File: config.mk
export PLATFORM = sky130hd
export DESIGN_NAME = wbi_slave_bridge
export DESIGN_NICKNAME = d
export VERILOG_FILES = /design/src/rtl/wbi_slave_bridge.sv
export SDC_FILE = /design/constraint.sdc
export NUM_CORES = 1
export LEC_CHECK = 0
export ABC_AREA = 1
export CAP_MARGIN = 25
export CORE_ASPECT_RATIO = 0.5
export CORE_UTILIZATION = 35
export CTS_BUF_LIST = sky130_fd_sc_hd__clkbuf_4 sky130_fd_sc_hd__clkbuf_8 sky130_fd_sc_hd__clkbuf_16
export DETAILED_ROUTE_END_ITERATION = 8
export PLACE_DENSITY = 0.8
export SYNTH_ARGS = -nofsm -noshare
export SYNTH_HDL_FRONTEND = slang
export SYNTH_SLANG_ARGS = --single-unit
File: constraint.sdc
create_clock -name mclk -period 1.5 [get_ports mclk]
set_input_delay 0.225 -clock mclk [delete_from_list [all_inputs] [get_ports mclk]]
set_output_delay 0.225 -clock mclk [all_outputs]
set_load 0.02 [all_outputs]
File: src/rtl/wbi_slave_bridge.sv
// wbi_slave_bridge: last node of the Wishbone daisy chain. Turns the
// valid/ready command stream into a single-burst Wishbone transaction on the
// slave bus and returns every slave acknowledge, tagged with its TID, on the
// valid/ready response stream. Only one burst is in flight at a time.
module wbi_slave_bridge #(
   parameter int unsigned AW = 32,
   parameter int unsigned DW = 32,
   parameter int unsigned BW = 4,
   parameter int unsigned BL = 10
) (
   input  logic          mclk,
   input  logic          reset_n,
   // command stream from the staging stage
   input  logic          wbd_cmd_wval_i,
   output logic          wbd_cmd_wrdy_o,
   input  logic [AW-1:0] wbd_cmd_adr_i,
   input  logic          wbd_cmd_we_i,
   input  logic [DW-1:0] wbd_cmd_dat_i,
   input  logic [BW-1:0] wbd_cmd_sel_i,
   input  logic [3:0]    wbd_cmd_tid_i,
   input  logic [BL-1:0] wbd_cmd_bl_i,
   // response stream back up the chain
   output logic          wbd_res_rval_o,
   input  logic          wbd_res_rrdy_i,
   output logic [DW-1:0] wbd_res_dat_o,
   output logic          wbd_res_ack_o,
   output logic          wbd_res_lack_o,
   output logic          wbd_res_err_o,
   output logic [3:0]    wbd_res_tid_o,
   // slave bus
   output logic          wbs_cyc_o,
   output logic          wbs_stb_o,
   output logic          wbs_we_o,
   output logic [AW-1:0] wbs_adr_o,
   output logic [DW-1:0] wbs_dat_o,
   output logic [BW-1:0] wbs_sel_o,
   output logic [BL-1:0] wbs_bl_o,
   output logic          wbs_bry_o,
   input  logic [DW-1:0] wbs_dat_i,
   input  logic          wbs_ack_i,
   input  logic          wbs_lack_i,
   input  logic          wbs_err_i
);

   typedef enum logic [2:0] {IDLE, RD, WR, WR_WAIT, DRAIN} state_t;

   state_t        state_q, state_d;
   logic          cyc_q, cyc_d;
   logic          stb_q, stb_d;
   logic          we_q, we_d;
   logic [AW-1:0] adr_q, adr_d;
   logic [DW-1:0] dat_q, dat_d;
   logic [BW-1:0] sel_q, sel_d;
   logic [BL-1:0] bl_q, bl_d;
   logic [3:0]    tid_q, tid_d;
   logic [BL-1:0] cnt_q, cnt_d;
   logic          rspFull_q, rspFull_d;
   logic [DW-1:0] rspDat_q, rspDat_d;
   logic          rspAck_q, rspAck_d;
   logic          rspLack_q, rspLack_d;
   logic          rspErr_q, rspErr_d;
   logic [3:0]    rspTid_q, rspTid_d;

   logic          rspLoad;
   logic          lastBeat;
   logic [DW-1:0] loadDat;

   // State and datapath registers; reset aborts any burst and drops the response.
   always_ff @(posedge mclk or negedge reset_n) begin
      if (!reset_n) begin
         state_q   <= IDLE;
         cyc_q     <= 1'b0;
         stb_q     <= 1'b0;
         we_q      <= 1'b0;
         adr_q     <= '0;
         dat_q     <= '0;
         sel_q     <= '0;
         bl_q      <= '0;
         tid_q     <= '0;
         cnt_q     <= '0;
         rspFull_q <= 1'b0;
         rspDat_q  <= '0;
         rspAck_q  <= 1'b0;
         rspLack_q <= 1'b0;
         rspErr_q  <= 1'b0;
         rspTid_q  <= '0;
      end else begin
         state_q   <= state_d;
         cyc_q     <= cyc_d;
         stb_q     <= stb_d;
         we_q      <= we_d;
         adr_q     <= adr_d;
         dat_q     <= dat_d;
         sel_q     <= sel_d;
         bl_q      <= bl_d;
         tid_q     <= tid_d;
         cnt_q     <= cnt_d;
         rspFull_q <= rspFull_d;
         rspDat_q  <= rspDat_d;
         rspAck_q  <= rspAck_d;
         rspLack_q <= rspLack_d;
         rspErr_q  <= rspErr_d;
         rspTid_q  <= rspTid_d;
      end
   end

   // Next-state logic: burst sequencing, beat counting and response loading.
   // An error or last ack ends the burst; a write cut short drains its leftover beats.
   always_comb begin
      state_d        = state_q;
      cyc_d          = cyc_q;
      stb_d          = stb_q;
      we_d           = we_q;
      adr_d          = adr_q;
      dat_d          = dat_q;
      sel_d          = sel_q;
      bl_d           = bl_q;
      tid_d          = tid_q;
      cnt_d          = cnt_q;
      rspFull_d      = rspFull_q;
      rspDat_d       = rspDat_q;
      rspAck_d       = rspAck_q;
      rspLack_d      = rspLack_q;
      rspErr_d       = rspErr_q;
      rspTid_d       = rspTid_q;
      wbd_cmd_wrdy_o = 1'b0;
      wbs_bry_o      = 1'b0;
      rspLoad        = 1'b0;
      loadDat        = '0;
      lastBeat       = (cnt_q == BL'(1)) || wbs_lack_i || wbs_err_i;

      if (rspFull_q && wbd_res_rrdy_i) begin
         rspFull_d = 1'b0;
      end

      case (state_q)
         IDLE: begin
            wbd_cmd_wrdy_o = 1'b1;
            if (wbd_cmd_wval_i) begin
               adr_d   = wbd_cmd_adr_i;
               we_d    = wbd_cmd_we_i;
               dat_d   = wbd_cmd_dat_i;
               sel_d   = wbd_cmd_sel_i;
               tid_d   = wbd_cmd_tid_i;
               bl_d    = wbd_cmd_bl_i;
               cnt_d   = (wbd_cmd_bl_i == '0) ? BL'(1) : wbd_cmd_bl_i;
               cyc_d   = 1'b1;
               stb_d   = 1'b1;
               state_d = wbd_cmd_we_i ? WR : RD;
            end
         end
         RD: begin
            wbs_bry_o = !rspFull_q || wbd_res_rrdy_i;
            if (wbs_ack_i) begin
               rspLoad = 1'b1;
               loadDat = wbs_dat_i;
               cnt_d   = cnt_q - BL'(1);
               if (lastBeat) begin
                  cyc_d   = 1'b0;
                  stb_d   = 1'b0;
                  state_d = IDLE;
               end
            end
         end
         WR: begin
            wbs_bry_o = !rspFull_q || wbd_res_rrdy_i;
            if (wbs_ack_i) begin
               rspLoad = 1'b1;
               cnt_d   = cnt_q - BL'(1);
               if (lastBeat) begin
                  cyc_d   = 1'b0;
                  stb_d   = 1'b0;
                  state_d = (cnt_q > BL'(1)) ? DRAIN : IDLE;
               end else begin
                  wbd_cmd_wrdy_o = wbd_cmd_wval_i;
                  if (wbd_cmd_wval_i) begin
                     dat_d = wbd_cmd_dat_i;
                     sel_d = wbd_cmd_sel_i;
                  end else begin
                     state_d = WR_WAIT;
                  end
               end
            end
         end
         WR_WAIT: begin
            wbd_cmd_wrdy_o = 1'b1;
            if (wbd_cmd_wval_i) begin
               dat_d   = wbd_cmd_dat_i;
               sel_d   = wbd_cmd_sel_i;
               state_d = WR;
            end
         end
         DRAIN: begin
            wbd_cmd_wrdy_o = 1'b1;
            if (wbd_cmd_wval_i) begin
               cnt_d = cnt_q - BL'(1);
               if (cnt_q == BL'(1)) begin
                  state_d = IDLE;
               end
            end
         end
         default: begin
            state_d = IDLE;
         end
      endcase

      if (rspLoad) begin
         rspFull_d = 1'b1;
         rspDat_d  = loadDat;
         rspAck_d  = 1'b1;
         rspLack_d = lastBeat;
         rspErr_d  = wbs_err_i;
         rspTid_d  = tid_q;
      end
   end

   // Registered outputs straight from the holding registers.
   always_comb begin
      wbs_cyc_o      = cyc_q;
      wbs_stb_o      = stb_q;
      wbs_we_o       = we_q;
      wbs_adr_o      = adr_q;
      wbs_dat_o      = dat_q;
      wbs_sel_o      = sel_q;
      wbs_bl_o       = bl_q;
      wbd_res_rval_o = rspFull_q;
      wbd_res_dat_o  = rspDat_q;
      wbd_res_ack_o  = rspAck_q;
      wbd_res_lack_o = rspLack_q;
      wbd_res_err_o  = rspErr_q;
      wbd_res_tid_o  = rspTid_q;
   end

endmodule

==> impl_metrics.json <==
{
  "portBuffers": 244,
  "rr_worst_depth": 10,
  "synthToLayoutAreaGrowth_pct": 109,
  "reg2reg_slack_ns": -0.72,
  "htreeDepth": 4,
  "worstPathRequired_ns": 1.82,
  "rsz0062_at_grt": "yes",
  "grt-ovfl-total": 0,
  "yosys.area_share.simple_pct": 25.4,
  "via_per_inst": 5.93,
  "reg2reg_to": "state_q[1]$_DFFE_PN0P_",
  "vias": 7492,
  "core_sq_um": 15800,
  "hold_class": "input pin to asynchronous set/reset pin",
  "cts-root-buf": "clkbuf_16",
  "detail_route.wl_per_cell_um": 25.5,
  "antenna_found_initial": 1,
  "synth_edf_count": 0,
  "setup_viol_count_final": 140,
  "power-per-cell-area_nw_per_um2": 2320,
  "drt-initial-drc-count": 785,
  "yosysTopAreaCell": "dfrtp_1",
  "rows": 32,
  "yosys-top-cells-area": "dfrtp_1 (59%), nand2_1 (17%), a32o_1 (5.5%)",
  "avgSynthCellArea_sq_um": 9.04,
  "cts_buffers": 17,
  "synth_common_cells": "nand2_1 (262), dfrtp_1 (137), nand3_1 (52)",
  "grt_pass1_wl_um": 39500,
  "skew_ns": 0.0154,
  "leakagePower_uw": 0.00594,
  "worst_slack_ns": -0.721,
  "maxSlewViolCount": 0,
  "violations": "negative setup slack",
  "clock_path_buffers": 2,
  "startpoint": "state_q[1]$_DFFE_PN0P_",
  "synth_compound_area_share_pct": 9.25,
  "grt_max_degree": 42,
  "crit_fanout": 4,
  "fmax_mhz": 450,
  "synth_nets": 766,
  "antennaDiodeCount": 0,
  "clkTransAtPathRegs_ns": 0.07,
  "drive_gt1_share_pct": 40.5,
  "ys.flop_type": "dfrtp_1",
  "die_w_um": 184,
  "r2r_start": "state_q[1]$_DFFE_PN0P_",
  "worstSkewPairLatency_ns": 0.44,
  "grt_usage_pct": 30.4,
  "max-slew-margin-rel_pct": 65.4,
  "p_sw_share_pct": 45.3,
  "yosysMostFrequentCell": "nand2_1",
  "p_total_uw": 28200,
  "synth-xor-area-share_pct": 0.453,
  "p_int_uw": 15400,
  "die-area_sq_um": 17100,
  "crit_type": "register to register",
  "cts.sinks": 137,
  "p_switching_uw": 12800,
  "ant_nets": 0,
  "wl_um": 32200,
  "cap_viol_max_count": 0,
  "netlist_instances": 642,
  "pwr-share-seq_pct": 24.1,
  "initial_core_util_pct": 36.7,
  "crit_arrival_ns": 2.54,
  "synth_seq_cells": 137,
  "netlist-cell-type-count": 31,
  "seq_area_frac_synth_pct": 59.1,
  "ios": 245,
  "power_frac_clock_pct": 16.0,
  "start_kind": "register",
  "synth_fa_ha_area_share_pct": 0.431,
  "synth_top_family_by_area": "simple AND/OR/NAND/NOR gates",
  "syn_area_sq_um": 5810,
  "status": "finished, violations left",
  "period_share_pct": 148,
  "async_reset_ff_share_pct": 100,
  "tightest_slew_ns": 0.516,
  "place_hpwl_um": 13000,
  "cts_tree": "built",
  "p_comb_share_pct": 59.9,
  "synthMuxAreaShare_pct": 0,
  "fin_crit_ns": 2.22,
  "endpoint_kind": "register",
  "first_global_vias": 7111,
  "route.detailed.drc": 0,
  "place_congestion": 0.859,
  "die_h_um": 93.1,
  "hold_violations": 0,
  "fin_util_pct": 76.7,
  "ir_drop_mv": 1.16,
  "nets": 1153,
  "cp-endpoint": "state_q[1]$_DFFE_PN0P_",
  "synth_top_area_share_pct": 59.1,
  "finalSetupTns_ns": -53.17,
  "yosys_warnings": 0,
  "firstDrtPassIters": 9,
  "nFillCells": 835
}
## through the flow
stage          cell area, sq um  hold WS (ns)  cells  setup slack, ns
2_1_floorplan              5830       -0.0706    642         -0.00272
3_3_place_gp               8960         0.165   1139           -0.574
3_5_place_dp               8960         0.166   1139           -0.569
4_1_cts                   11100         0.311   1240           -0.354
5_1_grt                   12100         0.325   1263           -0.735
6_report                  12100         0.306   1263           -0.721
## timing repair
item / CTS / global route
hold buffers: 1 / 0
setup endpoints to repair: 256 / 139
buffers inserted: 41 / 31
gates cloned: 27 / 6
gates resized for setup: 313 / 236
hold endpoints to repair: 37 / 0
pin swaps: 40 / 55
## per-layer routing
layer | wire (um) | track usage (%)
met5 | 13 | 0
met1 | 11500 | 35.0
met3 | 3040 | 6.70
met4 | 2710 | 17.0
met2 | 15000 | 53.2
## worst max-delay path: stages, from the launching register on
cell	delay [ns]
dfrtp_2	0.47
buf_4	0.17
nand2_4	0.08
buf_4	0.12
nor2_1	0.07
o21ai_1	0.43
nand2_1	0.19
nor2_2	0.18
nand3_2	0.15
nand2_1	0.15
nand2_1	0.09
## state kept, by name, summed over array words and instances, names as in the netlist
signal / cells
wbd_res_dat_o: 32
wbs_adr_o: 32
wbs_dat_o: 32
cnt_q: 10
wbs_bl_o: 10
tid_q: 4
wbd_res_tid_o: 4
wbs_sel_o: 4
state_q: 3
wbd_res_ack_o: 1
wbd_res_err_o: 1
wbd_res_lack_o: 1
wbd_res_rval_o: 1
wbs_stb_o: 1
wbs_we_o: 1
## cells in the final DEF, fill, tap and decap left out, drive strengths merged, types with 4 or more instances in the layout
cell | netlist | routed
a21oi | 5 | 5
a32o | 32 | 32
buf | 20 | 147
clkbuf | 14 | 22
clkdlybuf4s50 | 0 | 120
clkinv | 1 | 9
clkinvlp | 0 | 4
dfrtp | 137 | 137
dlygate4sd2 | 0 | 121
inv | 33 | 33
nand2 | 265 | 273
nand3 | 52 | 52
nand4 | 4 | 4
nor2 | 35 | 35
o21ai | 27 | 27
## power groups by stage
| stage | Clock, uW | Combinational (uW) | Sequential, uW |
|---|---|---|---|
| after global routing | 4660 | 17400 | 6890 |
| after floorplan | 0 | 3540 | 7940 |
| after global placement | 0 | 10200 | 6210 |
| after detailed placement | 0 | 10500 | 6270 |
| after CTS | 4340 | 13500 | 6270 |
| final | 4510 | 16900 | 6790 |
## cells by family (layout without fill, tap and decap cells)
| family | Yosys count | after routing |
|---|---|---|
| and+or+nand+nor | 362 | 370 |
| DFF | 137 | 137 |
| AOI/OAI and AO/OA | 70 | 70 |
| buffers and inverters | 68 | 460 |
| xor gates and xnor gates | 3 | 3 |
| adders and majority gates | 2 | 2 |
## how the worst min path moves through the flow
| stage | from | cells after the start | slack [ns] | endpoint |
|---|---|---|---|---|
| after floorplan | reset_n | 0 | -0.07 | cnt_q[0]$_DFFE_PN0P_ |
| after CTS | reset_n | 2 | 0.31 | wbs_bl_o[8]$_DFFE_PN0P_ |
| after global routing | reset_n | 2 | 0.32 | wbs_adr_o[5]$_DFFE_PN0P_ |
| after detailed placement | reset_n | 1 | 0.17 | wbs_bl_o[8]$_DFFE_PN0P_ |
| final | reset_n | 2 | 0.31 | wbs_bl_o[2]$_DFFE_PN0P_ |
| after global placement | reset_n | 1 | 0.17 | wbs_bl_o[8]$_DFFE_PN0P_ |
## layout make-up
type,count,area (sq um),area share (%)
clock buffers,17,425,3.51
clock inverters,15,176,1.46
inverters,34,166,1.37
multi-input cells,445,3310,27.3
flip-flops and latches,137,3430,28.3
well taps,221,277,2.28
repair buffers,394,4340,35.8
(Power assumes the default switching activity.)
